`src/rtl/jp_device.sv`:
```
// Joypad serial emulator: synchronizes and debounces eight raw buttons and
// presents them on a latch/shift-clock serial port (A first, 1s after eight bits).
module jp_device #(
  parameter logic [15:0] DEBOUNCE_CYCLES = 16'd1000
) (
  input  logic       clk_in,
  input  logic       rst_n_in,
  input  logic [7:0] btn_in,
  input  logic       jp_latch_in,
  input  logic       jp_clk_in,
  output logic       jp_data_out,
  output logic [7:0] btn_state_out,
  output logic [3:0] shift_cnt_out
);

  typedef enum logic {S_SHIFT = 1'b0, S_LOAD = 1'b1} state_e;

  logic [7:0] btn_s1_q, btn_s2_q;
  logic       latch_s1_q;
  logic       jclk_s1_q, jclk_s2_q, jclk_d1_q;
  state_e     state_q, state_d;
  logic [7:0] shreg_q, shreg_d;
  logic [3:0] shift_cnt_q, shift_cnt_d;
  logic [7:0] btn_state_w;
  logic       jclk_rise;

  // The FSM state register doubles as the second synchronizer stage of the latch.
  always_ff @(posedge clk_in or negedge rst_n_in) begin
    if (!rst_n_in) begin
      btn_s1_q    <= 8'h00;
      btn_s2_q    <= 8'h00;
      latch_s1_q  <= 1'b0;
      state_q     <= S_SHIFT;
      jclk_s1_q   <= 1'b0;
      jclk_s2_q   <= 1'b0;
      jclk_d1_q   <= 1'b0;
      shreg_q     <= 8'h00;
      shift_cnt_q <= 4'd0;
    end else begin
      btn_s1_q    <= btn_in;
      btn_s2_q    <= btn_s1_q;
      latch_s1_q  <= jp_latch_in;
      state_q     <= state_d;
      jclk_s1_q   <= jp_clk_in;
      jclk_s2_q   <= jclk_s1_q;
      jclk_d1_q   <= jclk_s2_q;
      shreg_q     <= shreg_d;
      shift_cnt_q <= shift_cnt_d;
    end
  end

  genvar gi;
  generate
    for (gi = 0; gi < 8; gi++) begin : g_deb
      logic [15:0] cnt_q, cnt_d;
      logic        deb_q, deb_d;

      // Any sample matching the debounced level restarts the qualification window.
      always_comb begin
        cnt_d = cnt_q;
        deb_d = deb_q;
        if (btn_s2_q[gi] == deb_q) begin
          cnt_d = 16'd0;
        end else if (cnt_q + 16'd1 == DEBOUNCE_CYCLES) begin
          deb_d = btn_s2_q[gi];
          cnt_d = 16'd0;
        end else begin
          cnt_d = cnt_q + 16'd1;
        end
      end

      always_ff @(posedge clk_in or negedge rst_n_in) begin
        if (!rst_n_in) begin
          cnt_q <= 16'd0;
          deb_q <= 1'b0;
        end else begin
          cnt_q <= cnt_d;
          deb_q <= deb_d;
        end
      end

      assign btn_state_w[gi] = deb_q;
    end
  endgenerate

  assign jclk_rise = jclk_s2_q & ~jclk_d1_q;

  always_comb begin
    state_d     = latch_s1_q ? S_LOAD : S_SHIFT;
    shreg_d     = shreg_q;
    shift_cnt_d = shift_cnt_q;
    if (state_q == S_LOAD) begin
      shreg_d     = btn_state_w;
      shift_cnt_d = 4'd0;
    end else if (jclk_rise) begin
      shreg_d = {1'b1, shreg_q[7:1]};
      if (shift_cnt_q != 4'd8) begin
        shift_cnt_d = shift_cnt_q + 4'd1;
      end
    end
  end

  assign jp_data_out   = shreg_q[0];
  assign btn_state_out = btn_state_w;
  assign shift_cnt_out = shift_cnt_q;

endmodule

```
`config.mk`:
```
export PLATFORM = sky130hd
export DESIGN_NAME = jp_device
export DESIGN_NICKNAME = d
export VERILOG_FILES = /design/src/rtl/jp_device.sv
export SDC_FILE = /design/constraint.sdc
export NUM_CORES = 1
export LEC_CHECK = 0
export CORE_MARGIN = 2
export CORE_UTILIZATION = 25
export CTS_CLUSTER_SIZE = 30
export DETAILED_ROUTE_END_ITERATION = 10
export GPL_TIMING_DRIVEN = 0
export HOLD_SLACK_MARGIN = 0.06
export PLACE_DENSITY = 0.38
export SYNTH_ARGS = -nofsm -noshare
export SYNTH_HDL_FRONTEND = slang
export SYNTH_SLANG_ARGS = --single-unit
```
`constraint.sdc`:
```
create_clock -name clk_in -period 2.7 [get_ports clk_in]
set_input_delay 0.405 -clock clk_in [delete_from_list [all_inputs] [get_ports clk_in]]
set_output_delay 0.405 -clock clk_in [all_outputs]
set_load 0.1 [all_outputs]
```
==> results.yml <==
sta:
  slew_viol_final: 0
  tightest_slew_ns: 0.989
  clock-skew-final_ns: 0.0109
  fmax_mhz: 386
  min_period_over_period_pct: 95.9
  fin_ws_ns: 0.111
  final-hold-violation-count: 0
  rsz0062_at_grt: "no"
  relSlewSlack_pct: 33.9
  setup_violations: 0
  min_period_ns: 2.59
pwr:
  p_sw_mw: 1.31
  p_int_mw: 4.12
  swShare_pct: 24.1
  ir_worst_vdd_mv: 0.417
  total_power_mw: 5.43
  leakagePower_nw: 3.99
  pwr-share-clk_pct: 47.0
  seqPwrFrac_pct: 48.5
  power.density_nw_per_um2: 532
  p_comb_share_pct: 4.6
yosys:
  ys_seq_elements: 169
  ys_types: 67
  synthFlopType: "dfrtp_1"
  ys_seq_area_share_pct: 48.6
  avgSynthCellArea_um2: 9.71
  synth_edf_count: 0
  synth_fp_nets: 919
  ys_async_sr_fraction_pct: 100
  syn_inst: 897
  synthesis.area_um2: 8710
  yosysWarnings: 0
status:
  outcome: "completed"
clocking:
  clkSlewWorstSetupHoldPaths_ns: 0.06
  cts-root-buf: "clkbuf_16"
  clock_latency_ns: 0.43
  htreeDepth: 4
  clkSinkCount: 169
  cts_buffers: 17
  cts_max_path_buffers: 2
  cts_tree: "done"
hold_path:
  min_path_type: "reg -> reg"
  min_path_cells: 0
  min_from: "btn_s1_q[0]$_DFF_PN0_"
  holdPathEnd: "btn_s2_q[0]$_DFF_PN0_"
finish:
  fin_nets: 965
  antennaDiodeCount: 0
  area_growth_pct: 17.1
  final_util_pct: 29.6
  drive_gt1_share_pct: 9.10
  stdcell_count: 1411
worst_setup_path:
  critPathLaunchType: "flip-flop"
  reg2reg_depth: 7
  worstPathRequired_ns: 2.30
  cpLargestDelayFamily: "buffers and inverters"
  critPathKind: "reg -> out"
  slowest_stage: "clkdlybuf4s50_1"
  end_kind: "output pin"
  r2r_slack_ns: 0.21
  path_cells: "buf_4, clkdlybuf4s50_1"
  cpPeakStageDelay_ns: 1.11
  path_max_fanout: 4
  timing.critical_path.buf_inv: 2
  worst-endpoint-arrival_ns: 2.18
  r2r-end: "g_deb[6].deb_q$_DFFE_PN0P_"
  worstReg2RegStart: "g_deb[6].cnt_q[0]$_DFF_PN0_"
detailed_routing:
  vias: 6359
  vias_per_cell: 4.51
  dr.pass1.iters: 4
  drc: 0
  ant_nets: 0
  drt-total-wl_um: 18800
  drtIter0Drc: 299
  routedWlPerCell_um: 13.3
placement:
  dp_hpwl_um: 12700
  place.gp.congestion: 0.724
  placed_cells: 1377
  io_buffers: 24
  post-place-ws_ns: 0.171
die:
  start_util_pct: 25.3
  io_pins: 25
  die_width_um: 191
  core_region_area_um2: 34500
  dieArea_um2: 36300
  rows: 68
  die_h_um: 191
global_route:
  grt_max_degree: 97
  grt_pass1_vias: 6412
  antenna_found_initial: 0
  grt_pass1_wl_um: 33200
  overflow: 0
  groute.usage.overall_pct: 11.2
flow_run:
  cap_violations: 0
## flip-flops by register name (all words and copies together) (netlist names)
| signal | flops |
|---|---|
| g_deb.cnt_q | 128 |
| shift_cnt_out | 4 |
| btn_s1_q | 8 |
| latch_s1_q | 1 |
| jclk_d1_q | 1 |
| g_deb.deb_q | 8 |
| jclk_s2_q | 1 |
| btn_s2_q | 8 |
| jclk_s1_q | 1 |
| state_q | 1 |
| shreg_q | 8 |
## area by class of cell
class,count,area [um^2]
Fill cell,3639,24300
Sequential cell,169,4230
Multi-Input combinational cell,668,4230
Tap cell,455,569
Clock buffer,21,470
Timing Repair Buffer,29,305
Buffer,37,184
Clock inverter,11,135
Inverter,21,78.8
## cells in the final DEF (no fill, tap or decap), drive strengths merged, types with 5 or more instances in the layout
master           n
nor2           160
mux2i           13
clkbuf          38
nor3            42
mux2             8
buf             25
nor4            22
or3              8
a21oi           14
o21ai           20
xnor2           82
a31oi            5
nand3           53
nand4           33
xor2            43
ha              10
inv             25
nand2           66
dfrtp          169
clkdlybuf4s50   23
and3             9
a41o             6
and4             5
## worst register-to-register path, stage by stage (launching register included)
cell     delay, ns
dfrtp_1       0.40
ha_1          0.26
nand3_1       0.25
nor4_2        0.35
xnor2_1       0.17
nand2_1       0.10
or4b_1        0.52
mux2_1        0.32
## power groups by stage
| stage | sequential (mW) | clock, mW | combinational, mW |
|---|---|---|---|
| 6_report | 2.63 | 2.55 | 0.248 |
| 2_1_floorplan | 2.68 | 0 | 0.124 |
| 4_1_cts | 2.63 | 2.65 | 0.260 |
| 3_3_place_gp | 2.68 | 0 | 0.254 |
| 5_1_grt | 2.64 | 2.76 | 0.287 |
| 3_5_place_dp | 2.68 | 0 | 0.258 |
## synthesized netlist by cell type, types with 5 or more instances
library cell	count	share of area [%]
nor4_1	17	1.2
or3_1	8	0.57
and4_1	5	0.50
clkbuf_1	19	0.82
xor2_1	43	4.3
nor3_1	40	2.3
a41o_1	5	0.57
buf_2	12	0.69
xnor2_1	82	8.2
o21ai_0	20	1.1
ha_1	10	1.4
nand3_2	5	0.57
buf_4	8	0.69
inv_1	21	0.91
nand2_1	66	2.8
mux2i_1	13	1.5
and3_1	9	0.65
a21oi_1	14	0.80
dfrtp_1	169	49
nand4_1	31	2.2
a31oi_1	5	0.36
nor2_1	160	6.9
nand3_1	48	2.8
## worst max-delay path by stage
stage	startpoint	cells past startpoint	slack, ns	endpoint
detailed placement	g_deb[6].cnt_q[0]$_DFF_PN0_	7	0.17	g_deb[6].deb_q$_DFFE_PN0P_
global placement	rst_n_in	1	-6.47	g_deb[6].cnt_q[5]$_DFF_PN0_
finish	g_deb[1].deb_q$_DFFE_PN0P_	2	0.11	btn_state_out[1]
floorplan	g_deb[6].cnt_q[0]$_DFF_PN0_	7	0.42	g_deb[6].deb_q$_DFFE_PN0P_
CTS	g_deb[3].deb_q$_DFFE_PN0P_	2	0.04	btn_state_out[3]
global route	g_deb[6].cnt_q[0]$_DFF_PN0_	7	0.007	g_deb[6].deb_q$_DFFE_PN0P_
## cells by family after synthesis
group,share of synthesized area [%]
xor+xnor,12.6
simple gates,24.8
flops,48.6
compound gates,6.97
buf+inv,3.10
mux,2.53
fa+ha+maj,1.44
## layer usage
layer	vias to the layer above	wire, um	track usage, %
met4	0	194	2.98
li1	3216	-	-
met5	-	0	0
met1	3083	9950	15.9
met3	14	438	2.41
met2	46	8170	17.0
## stage by stage
| stage | setup TNS (ns) | hold WS [ns] | area [um^2] |
|---|---|---|---|
| finish | 0 | 0.349 | 10200 |
| global route | 0 | 0.356 | 10200 |
| CTS | 0 | 0.351 | 10200 |
| detailed placement | 0 | 0.335 | 9550 |
| global placement | -1089.05 | 0.334 | 9520 |
| floorplan | 0 | 0.109 | 8710 |
## repair_timing
action                                  CTS  global route
gates resized for setup                   0             3
endpoints found under the setup margin    0            41
endpoints found under the hold margin    19             0
hold buffers                              1             0
buffers inserted                          0             3
(Power assumes the default switching activity.)
